## config.mk

```make
export PLATFORM = sky130hd
export DESIGN_NAME = oni16_fetch
export DESIGN_NICKNAME = d
export VERILOG_FILES = /design/src/rtl/oni16_pkg.sv /design/src/rtl/oni16_fetch_fifo.sv /design/src/rtl/oni16_fetch.sv
export SDC_FILE = /design/constraint.sdc
export NUM_CORES = 1
export LEC_CHECK = 0
export BUFFER_PORTS_ARGS = -buffer_cell sky130_fd_sc_hd__buf_2
export CORE_MARGIN = 2
export CORE_UTILIZATION = 52
export CTS_BUF_LIST = sky130_fd_sc_hd__clkbuf_4
export DETAILED_ROUTE_END_ITERATION = 6
export PLACE_DENSITY = 0.79
export SLEW_MARGIN = 20
export SYNTH_ARGS = -nofsm -noshare
export SYNTH_HDL_FRONTEND = slang
export SYNTH_SLANG_ARGS = --single-unit
export TNS_END_PERCENT = 30
```

## constraint.sdc

```tcl
create_clock -name clk -period 3.1 [get_ports clk]
set_input_delay 0.155 -clock clk [delete_from_list [all_inputs] [get_ports clk]]
set_output_delay 0.155 -clock clk [all_outputs]
set_load 0.01 [all_outputs]
```

## src/rtl/oni16_pkg.sv

```systemverilog
`default_nettype none
// oni16_pkg: shared types and defaults for the Oni16 instruction fetch stage.
// Rev 1.0
package oni16_pkg;

  localparam int ADDR_W = 16;
  localparam logic [ADDR_W-1:0] RESET_PC = 16'h0000;

  typedef enum logic [0:0] {
    REQ_LO = 1'b0,
    REQ_HI = 1'b1
  } fetch_state_t;

  typedef struct packed {
    logic [15:0]       instr;
    logic [ADDR_W-1:0] pc;
  } fetch_entry_t;

endpackage
`default_nettype wire

```

## src/rtl/oni16_fetch_fifo.sv

```systemverilog
`default_nettype none
// oni16_fetch_fifo: synchronous FIFO of fetch entries; flush beats push and pop.
// Rev 1.0
module oni16_fetch_fifo
  import oni16_pkg::*;
#(
  parameter int DEPTH = 2
) (
  input  logic                         clk,
  input  logic                         reset,
  input  logic                         push,
  input  fetch_entry_t                 push_data,
  input  logic                         pop,
  input  logic                         flush,
  output fetch_entry_t                 head,
  output logic [$clog2(DEPTH+1)-1:0]   count,
  output logic                         full,
  output logic                         empty
);

  localparam int PW = (DEPTH > 1) ? $clog2(DEPTH) : 1;
  localparam int CW = $clog2(DEPTH + 1);

  fetch_entry_t  slots [DEPTH];
  logic [PW-1:0] rd_ptr;
  logic [PW-1:0] wr_ptr;
  logic          do_push;
  logic          do_pop;

  function automatic logic [PW-1:0] ptr_inc(input logic [PW-1:0] p);
    return (p == PW'(DEPTH - 1)) ? '0 : p + PW'(1);
  endfunction

  assign full    = (count == CW'(DEPTH));
  assign empty   = (count == '0);
  assign do_push = push && !full && !flush;
  assign do_pop  = pop && !empty && !flush;
  assign head    = slots[rd_ptr];

  always_ff @(posedge clk) begin
    if (do_push) begin
      slots[wr_ptr] <= push_data;
    end
  end

  always_ff @(posedge clk) begin
    if (reset || flush) begin
      rd_ptr <= '0;
      wr_ptr <= '0;
      count  <= '0;
    end else begin
      if (do_push) begin
        wr_ptr <= ptr_inc(wr_ptr);
      end
      if (do_pop) begin
        rd_ptr <= ptr_inc(rd_ptr);
      end
      if (do_push && !do_pop) begin
        count <= count + CW'(1);
      end else if (do_pop && !do_push) begin
        count <= count - CW'(1);
      end
    end
  end

endmodule
`default_nettype wire

```

## src/rtl/oni16_fetch.sv

```systemverilog
`default_nettype none
// oni16_fetch: byte-wide program fetch, little-endian 16-bit assembly, instruction FIFO.
// Rev 1.0
module oni16_fetch #(
  parameter int                ADDR_W   = oni16_pkg::ADDR_W,
  parameter int                DEPTH    = 2,
  parameter logic [ADDR_W-1:0] RESET_PC = oni16_pkg::RESET_PC
) (
  input  logic              clk,
  input  logic              reset,
  output logic              mem_req,
  output logic [ADDR_W-1:0] mem_addr,
  input  logic              mem_gnt,
  input  logic              mem_rvalid,
  input  logic [7:0]        mem_rdata,
  input  logic              redirect,
  input  logic [ADDR_W-1:0] redirect_pc,
  output logic              instr_valid,
  output logic [15:0]       instr,
  output logic [ADDR_W-1:0] instr_pc,
  input  logic              instr_ready,
  output logic              fetch_err
);

  import oni16_pkg::*;

  localparam int CW = $clog2(DEPTH + 1);
  localparam int OW = CW + 1;

  fetch_state_t      state;
  fetch_state_t      state_next;
  logic [ADDR_W-1:0] fetch_pc;
  logic [ADDR_W-1:0] pend_addr;
  logic [ADDR_W-1:0] asm_pc;
  logic [7:0]        asm_lo;
  logic              pend_valid;
  logic              pend_hi;
  logic              pend_drop;
  logic              asm_pending;

  logic [CW-1:0]     fifo_count;
  logic              fifo_full;
  logic              fifo_empty;
  fetch_entry_t      fifo_head;
  fetch_entry_t      push_entry;
  logic              fifo_push;
  logic              fifo_pop;

  logic [OW-1:0]     occupancy;
  logic              credit_ok;
  logic              grant;
  logic              rsp_live;
  logic              rsp_lo;
  logic              rsp_hi;

  // A lo fetch is only started when the instruction it begins has a FIFO slot
  // reserved; a pop in the same cycle is deliberately not counted.
  assign occupancy = {1'b0, fifo_count} + {{CW{1'b0}}, asm_pending};
  assign credit_ok = !fifo_full && (occupancy < OW'(DEPTH));

  always_ff @(posedge clk) begin
    if (reset) begin
      state <= REQ_LO;
    end else begin
      state <= state_next;
    end
  end

  always_comb begin
    state_next = state;
    mem_req    = 1'b0;
    mem_addr   = fetch_pc;
    case (state)
      REQ_LO: begin
        mem_req = credit_ok;
        if (credit_ok && mem_gnt) begin
          state_next = REQ_HI;
        end
      end
      REQ_HI: begin
        mem_req  = 1'b1;
        mem_addr = fetch_pc + ADDR_W'(1);
        if (mem_gnt) begin
          state_next = REQ_LO;
        end
      end
      default: state_next = REQ_LO;
    endcase
    if (reset) begin
      mem_req = 1'b0;
    end
    if (redirect) begin
      state_next = REQ_LO;
    end
  end

  assign grant      = mem_req && mem_gnt;
  assign rsp_live   = mem_rvalid && pend_valid && !pend_drop && !redirect;
  assign rsp_lo     = rsp_live && !pend_hi;
  assign rsp_hi     = rsp_live && pend_hi;
  assign fifo_push  = rsp_hi;
  assign fifo_pop   = instr_valid && instr_ready;
  assign push_entry = {mem_rdata, asm_lo, asm_pc};

  always_ff @(posedge clk) begin
    if (reset) begin
      fetch_pc    <= RESET_PC;
      pend_valid  <= 1'b0;
      pend_hi     <= 1'b0;
      pend_drop   <= 1'b1;
      pend_addr   <= '0;
      asm_pending <= 1'b0;
      asm_lo      <= '0;
      asm_pc      <= '0;
      fetch_err   <= 1'b0;
    end else begin
      pend_valid <= grant;
      pend_hi    <= (state == REQ_HI);
      pend_drop  <= redirect;
      pend_addr  <= mem_addr;
      if (mem_rvalid && !pend_valid && !pend_drop) begin
        fetch_err <= 1'b1;
      end
      if (redirect) begin
        fetch_pc    <= redirect_pc;
        asm_pending <= 1'b0;
      end else begin
        if ((state == REQ_HI) && mem_gnt) begin
          fetch_pc <= fetch_pc + ADDR_W'(2);
        end
        if (rsp_lo) begin
          asm_lo      <= mem_rdata;
          asm_pc      <= pend_addr;
          asm_pending <= 1'b1;
        end else if (rsp_hi) begin
          asm_pending <= 1'b0;
        end
      end
    end
  end

  oni16_fetch_fifo #(
    .DEPTH (DEPTH)
  ) u_fifo (
    .clk       (clk),
    .reset     (reset),
    .push      (fifo_push),
    .push_data (push_entry),
    .pop       (fifo_pop),
    .flush     (redirect),
    .head      (fifo_head),
    .count     (fifo_count),
    .full      (fifo_full),
    .empty     (fifo_empty)
  );

  assign instr_valid = !fifo_empty;
  assign instr       = fifo_empty ? '0 : fifo_head.instr;
  assign instr_pc    = fifo_empty ? '0 : fifo_head.pc;

endmodule
`default_nettype wire

```

==> run_results.csv, run 1 <==
group,metric,value,unit
sta,layout_setup_ws,0.480,ns
cells_and_area,nets,610,
worst_setup_path,rr_endpoint,"u_fifo.slots[0][7]$_DFFE_PP_",
sta,fin_crit,2.62,ns
grt,grt_use_total,18.7,%
worst_setup_path,critPathRequiredTime,2.94,ns
route,drtIter0Drc,134,
hold_path,holdPathStages,4,
power,p_int,2.40,mW
logic_synthesis,synth_compound_area_share,5.65,%
sta,setup_violations,0,
worst_setup_path,cpPeakStageDelay,0.50,ns
grt,grt_max_degree,36,
logic_synthesis,synthMuxAreaShare,7.59,%
route,antenna_left,0,
placement,post-dp-hpwl,6470,um
sta,finalHoldViolCount,0,
placement,dp_slack,0.818,ns
clock_network,cts_made_buffers,17,
sta,worstMarginPinSlew,1.03,ns
worst_setup_path,crit_start,"fetch_pc[2]$_SDFFE_PP0N_",
logic_synthesis,synth-edff-count,64,
cells_and_area,fillCellCount,775,
power,pwr-share-clk,35.3,%
clock_network,clkSinkCount,131,
floorplan,die_h,105,um
logic_synthesis,synth_xor_area_share,4.92,%
sta,fin_hold_ws,0.0735,ns
placement,gp_congestion,0.778,
grt,grt_pass1_vias,3518,
floorplan,dieArea,11100,sq um
logic_synthesis,postSynth.asyncResetShare,0,%
placement,dpl.cell_count,665,
logic_synthesis,synth_top_family_by_area,"simple AND/OR/NAND/NOR gates",
worst_setup_path,cp_top_family,"simple AND/OR/NAND/NOR gates",
logic_synthesis,synth_top_area_share,36.0,%
logic_synthesis,syn-num-nets,512,
sta,skew,0.0218,ns
clock_network,htreeDepth,4,
clock_network,insertion_delay,0.50,ns
logic_synthesis,ys_ff_latch,131,
power,finalPower,3.14,mW
worst_setup_path,r2r_setup_slack,0.92,ns
placement,io_buffers,80,
power,cellPowerDensity,492,nW/um^2
grt,grt_pass1_wl,16600,um
worst_setup_path,slowest_stage,"dfxtp_1",
worst_setup_path,path_buf_inv,1,
power,switching_share,23.6,%
logic_synthesis,ys_warn_count,0,
cells_and_area,stdcell_count,723,
power,ir_drop,0.000292,V
hold_path,hold_path_class,"input pin to register",
placement,placed_area,5830,sq um
logic_synthesis,synth_fa_ha_area_share,0.703,%
clock_network,cts_tree,"yes",
route,wirelength,9820,um
sta,tns,0,ns
sta,report.final.slew_viol_count,0,
route,viasPerCell,5.03,
hold_path,worstHoldStart,"mem_rvalid",
logic_synthesis,yosysTopAreaCell,"edfxtp_1",
flow_run,cap_violations,0,
sta,relSlewSlack,30.9,%
worst_setup_path,crit_arrival,2.46,ns
sta,fin_crit_sh,84.5,%
clock_network,clkTransAtPathRegs,0.11,ns
worst_setup_path,path_cells,"ha_1 > nand3_1 > nor4_4 > nand2_1 > xnor2_1 > buf_2",
worst_setup_path,crit_path_end_kind,"output port",
route,dr_total_vias,3640,
hold_path,holdPathEnd,"fetch_err$_SDFFE_PP0P_",
route,post_drt_wl_per_cell,13.6,um
power,p_leak,2.53,nW
power,net-switching-power,0.739,mW
cells_and_area,antenna_cells,0,
cells_and_area,drive_gt1_share,22.5,%
sta,fmax,382,MHz
logic_synthesis,avgSynthCellArea,11.2,sq um
logic_synthesis,yosysMostFrequentCell,"dfxtp_1",
floorplan,core-area,9860,sq um
cells_and_area,utilization,64.6,%
clock_network,clk_path_buf_depth,2,
clock_network,ctsRootBufferMaster,"clkbuf_4",
logic_synthesis,synthSimpleGateAreaFrac,16.8,%
grt,grt_overflow,0,
cells_and_area,stdcell_area,6380,sq um
worst_setup_path,critPathLaunchType,"register",
logic_synthesis,netlist_instances,479,
floorplan,start_util,54.1,%
grt,antenna_found_initial,0,
worst_setup_path,crit_path_max_fanout,6,
route,drc,0,
logic_synthesis,synth_cell_types,38,
sta,rsz0062_at_grt,"no",
logic_synthesis,yosys-top-cells-area,"edfxtp_1, dfxtp_1, mux2i_1",
worst_setup_path,r2r_cells,4,
cells_and_area,multi_input_area,1920,sq um
cells_and_area,area_growth,19.4,%
logic_synthesis,syn_area,5340,sq um
status,status,"finished clean",
power,comb_power_share,5.3,%
power,p_seq_share,59.4,%
route,drt_pass1_iterations,4,
cells_and_area,seq_area,3260,sq um
logic_synthesis,yosysSeqAreaShare,61.1,%
floorplan,row_count,36,
logic_synthesis,ys.flop_type,"dfxtp_1",
worst_setup_path,worstSetupPathType,"register to output port",
floorplan,ios,81,
clock_network,cts_setup_buffers,0,
worst_setup_path,reg2reg_from,"pend_valid$_SDFF_PP0_",
logic_synthesis,ys_top_cells_by_count,"dfxtp_1, edfxtp_1, nand2_1",
floorplan,fp.dieW,105,um
routing by layer:
metal | part of all wire, % | GRT usage [%] | up-vias
li1 | - | - | 1850
met1 | 45 | 24.1 | 1687
met2 | 49 | 31.4 | 95
met3 | 5.0 | 5.07 | 8
met4 | 0.66 | 4.76 | 0
met5 | 0 | 0 | -
power groups by stage:
stage / Clock [mW] / Combinational (mW) / Sequential [mW]
3_3_place_gp: 0 / 0.136 / 1.90
4_1_cts: 1.13 / 0.165 / 1.86
6_report: 1.11 / 0.165 / 1.86
5_1_grt: 1.21 / 0.184 / 1.87
3_5_place_dp: 0 / 0.139 / 1.90
2_1_floorplan: 0 / 0.100 / 1.89
area by class of cell:
| type | count | share of cell area [%] |
|---|---|---|
| inverter | 11 | 0.647 |
| clock inverter | 15 | 2.49 |
| multi-input combinational | 306 | 30.0 |
| sequential | 131 | 51.2 |
| timing repair buffer | 110 | 11.0 |
| clock buffer | 17 | 2.00 |
| tap | 133 | 2.61 |
state kept, by name (all words and copies together) (netlist names), named ones only:
register / flops
pend_addr: 16
pend_hi: 1
fetch_err: 1
fetch_pc: 16
asm_pc: 16
asm_pending: 1
u_fifo.wr_ptr: 1
pend_drop: 1
pend_valid: 1
u_fifo.slots: 64
state: 1
u_fifo.rd_ptr: 1
asm_lo: 8
u_fifo.count: 2
worst min-delay path: cells and delay by family:
family,cells,cell delay [ns]
buf+inv,1,0.12
simple gates,3,0.26
cells in the final DEF, fill, tap and decap left out, drive strengths merged, types with 6 or more instances in the layout:
cell type and count:
buf 84, dfxtp 67, edfxtp 64, nand2 64, nor2 52, a21oi 38
mux2i 36, dlygate4sd3 26, xor2 21, nor2b 17, clkbuf 17, inv 13
xnor2 9, nor3 9, nor4 9, o21a 8, nand4 8, clkinv 6
worst max-delay path by stage:
| stage | endpoint | slack (ns) | cells after the start |
|---|---|---|---|
| global route | mem_addr[15] | 0.30 | 6 |
| detailed placement | u_fifo.slots[0][11]$_DFFE_PP_ | 0.82 | 5 |
| global placement | u_fifo.slots[0][10]$_DFFE_PP_ | 0.90 | 5 |
| CTS | mem_addr[15] | 0.45 | 6 |
| floorplan | u_fifo.slots[0][0]$_DFFE_PP_ | 0.44 | 3 |
| finish | mem_addr[15] | 0.48 | 6 |
timing repair:
action                    CTS  global route
hold endpoints to repair   43             0
hold buffers               26             0
resized for setup           0             0
cells by family after synthesis:
logic type	after synthesis
XOR/XNOR	30
adder cells (fa/ha/maj)	3
AO/OA/AOI/OAI	54
multiplexers	40
AND/OR/NAND/NOR	179
buffers and inverters	42
flip-flops	131
Note: power is estimated with default switching activity, not from simulation.
==> run 2, diff against run 1 <==
- PLACE_DENSITY: 0.79 -> 0.82
- clock period: 3.1 -> 2.3 ns (I/O delays scaled with it)
==> run 2 against run 1 <==
  * Sequential cell count is the same
  * Critical path depth shrank 2
  * Largest cell class unchanged
  * Wire length grew 4.9%
  * Power grew 45%
  * Worst setup slack lost 0.34 ns
  * Die area is the same
  * Core utilization grew 2.0 points
==> run_results.csv, run 2 (synthesis gave the netlist of run 1 again) <==
group,metric,value,unit
cells_and_area,layout_commonest_cell,"buf_2",
worst_setup_path,cpPeakStageDelay,0.51,ns
clock_network,clkSinkCount,131,
grt,grt_use_total,19.4,%
clock_network,cts_tree,"yes",
power,p_leak,2.61,nW
route,viasPerCell,5.12,
route,antenna_left,0,
grt,grt_overflow,0,
route,post_drt_wl_per_cell,14.1,um
cells_and_area,stdcell_area,6580,sq um
route,drtIter0Drc,158,
cells_and_area,utilization,66.7,%
grt,grt_pass1_vias,3735,
cells_and_area,largest_reg_flops,64,
placement,post-dp-hpwl,6760,um
worst_setup_path,critPathRequiredTime,2.18,ns
power,net-switching-power,1.05,mW
power,switching_share,23.2,%
worst_setup_path,path_buf_inv,1,
worst_setup_path,crit_path_end_kind,"output port",
status,status,"finished clean",
power,p_int,3.48,mW
floorplan,start_util,54.1,%
sta,fin_hold_ws,0.160,ns
sta,fin_crit_sh,94.1,%
sta,setup_violations,0,
power,p_seq_share,55.4,%
sta,finalHoldViolCount,0,
grt,grt_pass1_wl,17000,um
sta,fin_crit,2.16,ns
sta,report.final.slew_viol_count,0,
clock_network,insertion_delay,0.50,ns
placement,dp_slack,0.316,ns
clock_network,cts_made_buffers,17,
route,drc,0,
grt,antenna_found_initial,0,
floorplan,ios,81,
power,ir_drop,0.000340,V
sta,worstMarginPinSlew,0.725,ns
cells_and_area,drive_gt1_share,24.9,%
clock_network,htreeDepth,4,
sta,layout_setup_ws,0.137,ns
floorplan,fp.dieW,105,um
placement,io_buffers,80,
power,pwr-share-clk,39.5,%
cells_and_area,stdcell_count,731,
hold_path,hold_path_class,"input pin to register",
sta,rsz0062_at_grt,"no",
cells_and_area,area_growth,23.1,%
route,wirelength,10300,um
cells_and_area,antenna_cells,0,
sta,fmax,462,MHz
grt,grt_max_degree,46,
cells_and_area,top_register,"u_fifo.slots",
placement,gp_congestion,0.819,
route,drt_pass1_iterations,5,
sta,skew,0.0209,ns
floorplan,core-area,9860,sq um
floorplan,row_count,36,
worst_setup_path,crit_arrival,2.05,ns
sta,relSlewSlack,51.6,%
flow_run,cap_violations,0,
worst_setup_path,cp_top_family,"simple AND/OR/NAND/NOR gates",
worst_setup_path,worstSetupPathType,"register to output port",
power,comb_power_share,5.1,%
worst_setup_path,slowest_stage,"dfxtp_1",
worst_setup_path,path_cells,"nand4_1 > nor3_1 > xor2_1 > buf_2",
clock_network,ctsRootBufferMaster,"clkbuf_4",
worst_setup_path,crit_path_max_fanout,6,
clock_network,clkTransAtPathRegs,0.12,ns
cells_and_area,nets,618,
floorplan,die_h,105,um
placement,dpl.cell_count,671,
power,cellPowerDensity,690,nW/um^2
cells_and_area,layout_common_cells,"buf_2, edfxtp_1, nand2_1, dfxtp_1, nor2_1",
floorplan,dieArea,11100,sq um
clock_network,clk_path_buf_depth,2,
placement,placed_area,5900,sq um
worst_setup_path,critPathLaunchType,"register",
route,dr_total_vias,3743,
run 2: power by group through the flow:
stage | Sequential (mW) | Clock (mW) | Combinational, mW
finish | 2.51 | 1.79 | 0.233
detailed placement | 2.56 | 0 | 0.193
CTS | 2.51 | 1.83 | 0.232
floorplan | 2.54 | 0 | 0.135
global route | 2.52 | 1.93 | 0.257
global placement | 2.56 | 0 | 0.189
run 2: path summary, 6_finish.rpt:
check | startpoint | end | slack, ns | cells after the start
worst min-delay path | reset | fetch_pc[0]$_SDFFE_PP0P_ | 0.16 | 2
worst max register to register | pend_valid$_SDFF_PP0_ | u_fifo.count[1]$_SDFFE_PP0P_ | 0.29 | 6
worst min register to register | pend_addr[4]$_SDFF_PP0_ | asm_pc[4]$_SDFFE_PP0P_ | 0.44 | 2
worst max-delay path | fetch_pc[7]$_SDFFE_PP0N_ | mem_addr[10] | 0.14 | 4
run 2: per-stage QoR:
step	setup TNS [ns]	power [mW]
after global placement	0	2.75
after detailed placement	0	2.75
after floorplan	-23.01	2.68
after CTS	-0.0104	4.57
final	0	4.54
after global routing	0	4.71
run 2: metal layers:
metal	up-vias	global-route usage (%)	share of wire (%)
li1	1870	-	-
met1	1755	22.4	43
met2	108	34.5	51
met3	10	5.26	4.5
met4	0	7.14	0.96
met5	-	0	0
run 2: cell type report:
cell class	instances	area, sq um
fill	728	3290
sequential	131	3280
multi-input combinational	306	1960
timing repair buffer	118	791
clock inverter	15	218
tap	133	166
clock buffer	17	128
inverter	11	41.3
run 2: worst reg2reg max path, stage by stage, from the launching register on:
cell and delay (ns):
dfxtp_1 0.37, nor4bb_1 0.40, nand3_1 0.26, inv_1 0.11, ha_1 0.26, or3_1 0.39, a21oi_1 0.17
run 2: repair_timing:
item / in CTS / in global routing
pin swaps: 1 / 1
hold buffers: 27 / 0
endpoints found under the hold margin: 44 / 0
gates resized for setup: 9 / 5
setup endpoints to repair: 6 / 7
setup buffers: 1 / 0
==> run 3, diff against run 2 <==
- PLACE_DENSITY: 0.82 -> 0.77
- SLEW_MARGIN: 20 -> default
==> run 3 against run 2 <==
  * Power decreased by 7.3%
  * Clock-buffer cell count increased by 1
  * Critical path depth increased by 3
==> run_results.csv, run 3 (synthesis gave the netlist of run 1 again) <==
group,metric,value,unit
worst_setup_path,r2r_cells,6,
placement,post-dp-hpwl,6600,um
grt,antenna_found_initial,0,
cells_and_area,layout_commonest_cell,"buf_2",
sta,worstMarginPinSlew,0.558,ns
clock_network,cts_made_buffers,17,
route,drt_pass1_iterations,5,
sta,fin_crit_sh,93.9,%
floorplan,die_h,105,um
clock_network,ctsRootBufferMaster,"clkbuf_4",
worst_setup_path,worstSetupPathType,"register to output port",
clock_network,clkSinkCount,131,
hold_path,hold_path_class,"input pin to register",
route,post_drt_wl_per_cell,13.9,um
route,wirelength,10200,um
worst_setup_path,crit_arrival,2.04,ns
placement,gp_congestion,0.824,
sta,relSlewSlack,62.8,%
flow_run,cap_violations,0,
route,drtIter0Drc,158,
sta,fmax,463,MHz
sta,skew,0.0232,ns
sta,rsz0062_at_grt,"yes",
grt,grt_use_total,18.9,%
cells_and_area,stdcell_count,731,
floorplan,ios,81,
grt,grt_pass1_wl,16700,um
route,drc,0,
placement,io_buffers,80,
power,p_leak,2.57,nW
sta,fin_crit,2.16,ns
floorplan,core-area,9860,sq um
power,finalPower,4.21,mW
cells_and_area,nets,618,
route,viasPerCell,5.02,
worst_setup_path,crit_path_end_kind,"output port",
clock_network,clkTransAtPathRegs,0.10,ns
route,dr_total_vias,3673,
clock_network,insertion_delay,0.48,ns
floorplan,fp.dieW,105,um
sta,finalHoldViolCount,0,
cells_and_area,top_register,"u_fifo.slots",
sta,report.final.slew_viol_count,0,
clock_network,htreeDepth,4,
power,ir_drop,0.000370,V
clock_network,clk_path_buf_depth,2,
route,antenna_left,0,
floorplan,start_util,54.1,%
cells_and_area,antenna_cells,0,
worst_setup_path,critPathLaunchType,"register",
cells_and_area,largest_reg_flops,64,
hold_path,holdPathStages,2,
cells_and_area,drive_gt1_share,24.1,%
grt,grt_overflow,0,
power,cellPowerDensity,647,nW/um^2
cells_and_area,layout_common_cells,"buf_2, edfxtp_1, nand2_1, dfxtp_1, nor2_1",
grt,grt_max_degree,34,
placement,dpl.cell_count,671,
worst_setup_path,crit_path_max_fanout,6,
floorplan,row_count,36,
worst_setup_path,critPathRequiredTime,2.18,ns
floorplan,dieArea,11100,sq um
clock_network,cts_tree,"yes",
status,status,"finished clean",
cells_and_area,area_growth,21.6,%
sta,setup_violations,0,
grt,grt_pass1_vias,3547,
==> run 3: cell types whose count changed in the layout (fill, tap and decap cells not counted), moves of 2 or more <==
cell / previous run / this run
clkinvlp_4: 1 / 3
clkinv_1: 0 / 4
inv_6: 6 / 2
bufinv_16: 4 / 2
==> run 3: worst paths after layout <==
check                                 from                            to  slack [ns]
setup / recovery  fetch_pc[2]$_SDFFE_PP0N_                  mem_addr[13]        0.14
hold / removal                       reset      fetch_pc[1]$_SDFFE_PP0N_        0.11
setup reg to reg     pend_valid$_SDFF_PP0_  u_fifo.count[1]$_SDFFE_PP0P_        0.28
hold reg to reg    pend_addr[0]$_SDFF_PP0_        asm_pc[0]$_SDFFE_PP0P_        0.43
==> run 3: metrics by stage <==
step                      utilization (%)  cell area [sq um]  worst slack (ns)  hold slack, ns  TNS, ns
after floorplan                         -               5340            -0.360           0.214   -23.01
after global placement               59.8               5900             0.349           0.322        0
after detailed placement             59.8               5900             0.279           0.325        0
after CTS                            65.6               6470            0.0326          0.0666        0
after global routing                 65.9               6500           -0.0298          0.0844  -0.0298
final                                65.9               6500             0.141           0.108        0
==> run 3: metal layers <==
layer / part of all wire [%] / wire length, um / track usage, %
met1: 45 / 4600 / 24.5
met2: 50 / 5080 / 31.2
met3: 4.5 / 457 / 4.02
met4: 0.55 / 56 / 6.86
met5: 0 / 0 / 0
==> run 3: report_power, final <==
group	leakage [nW]	switching (mW)	internal, mW
sequential	1.20	0.0473	2.46
clock	0.139	0.811	0.651
combinational	1.23	0.112	0.121
==> run 3: cell type report <==
type / count / area (sq um)
inverters: 11 / 41.3
well taps: 133 / 166
clock inverters: 14 / 138
repair buffers: 118 / 791
multi-input cells: 306 / 1950
fillers: 752 / 3370
flip-flops and latches: 131 / 3280
clock buffers: 18 / 135
==> run 3: what timing repair did <==
item | CTS | global route
endpoints found under the setup margin | 5 | 5
pin swaps | 1 | 0
hold buffers | 27 | 0
hold endpoints to repair | 45 | 0
setup buffers | 1 | 0
gates resized for setup | 7 | 6
==> run 3: worst max-delay path, stage by stage (launching register included) <==
cell and delay (ns):
dfxtp_4 0.41, ha_4 0.17, nand3_4 0.11, nor4_4 0.30
buf_4 0.17, nand3_1 0.11, xnor2_1 0.16, buf_2 0.14
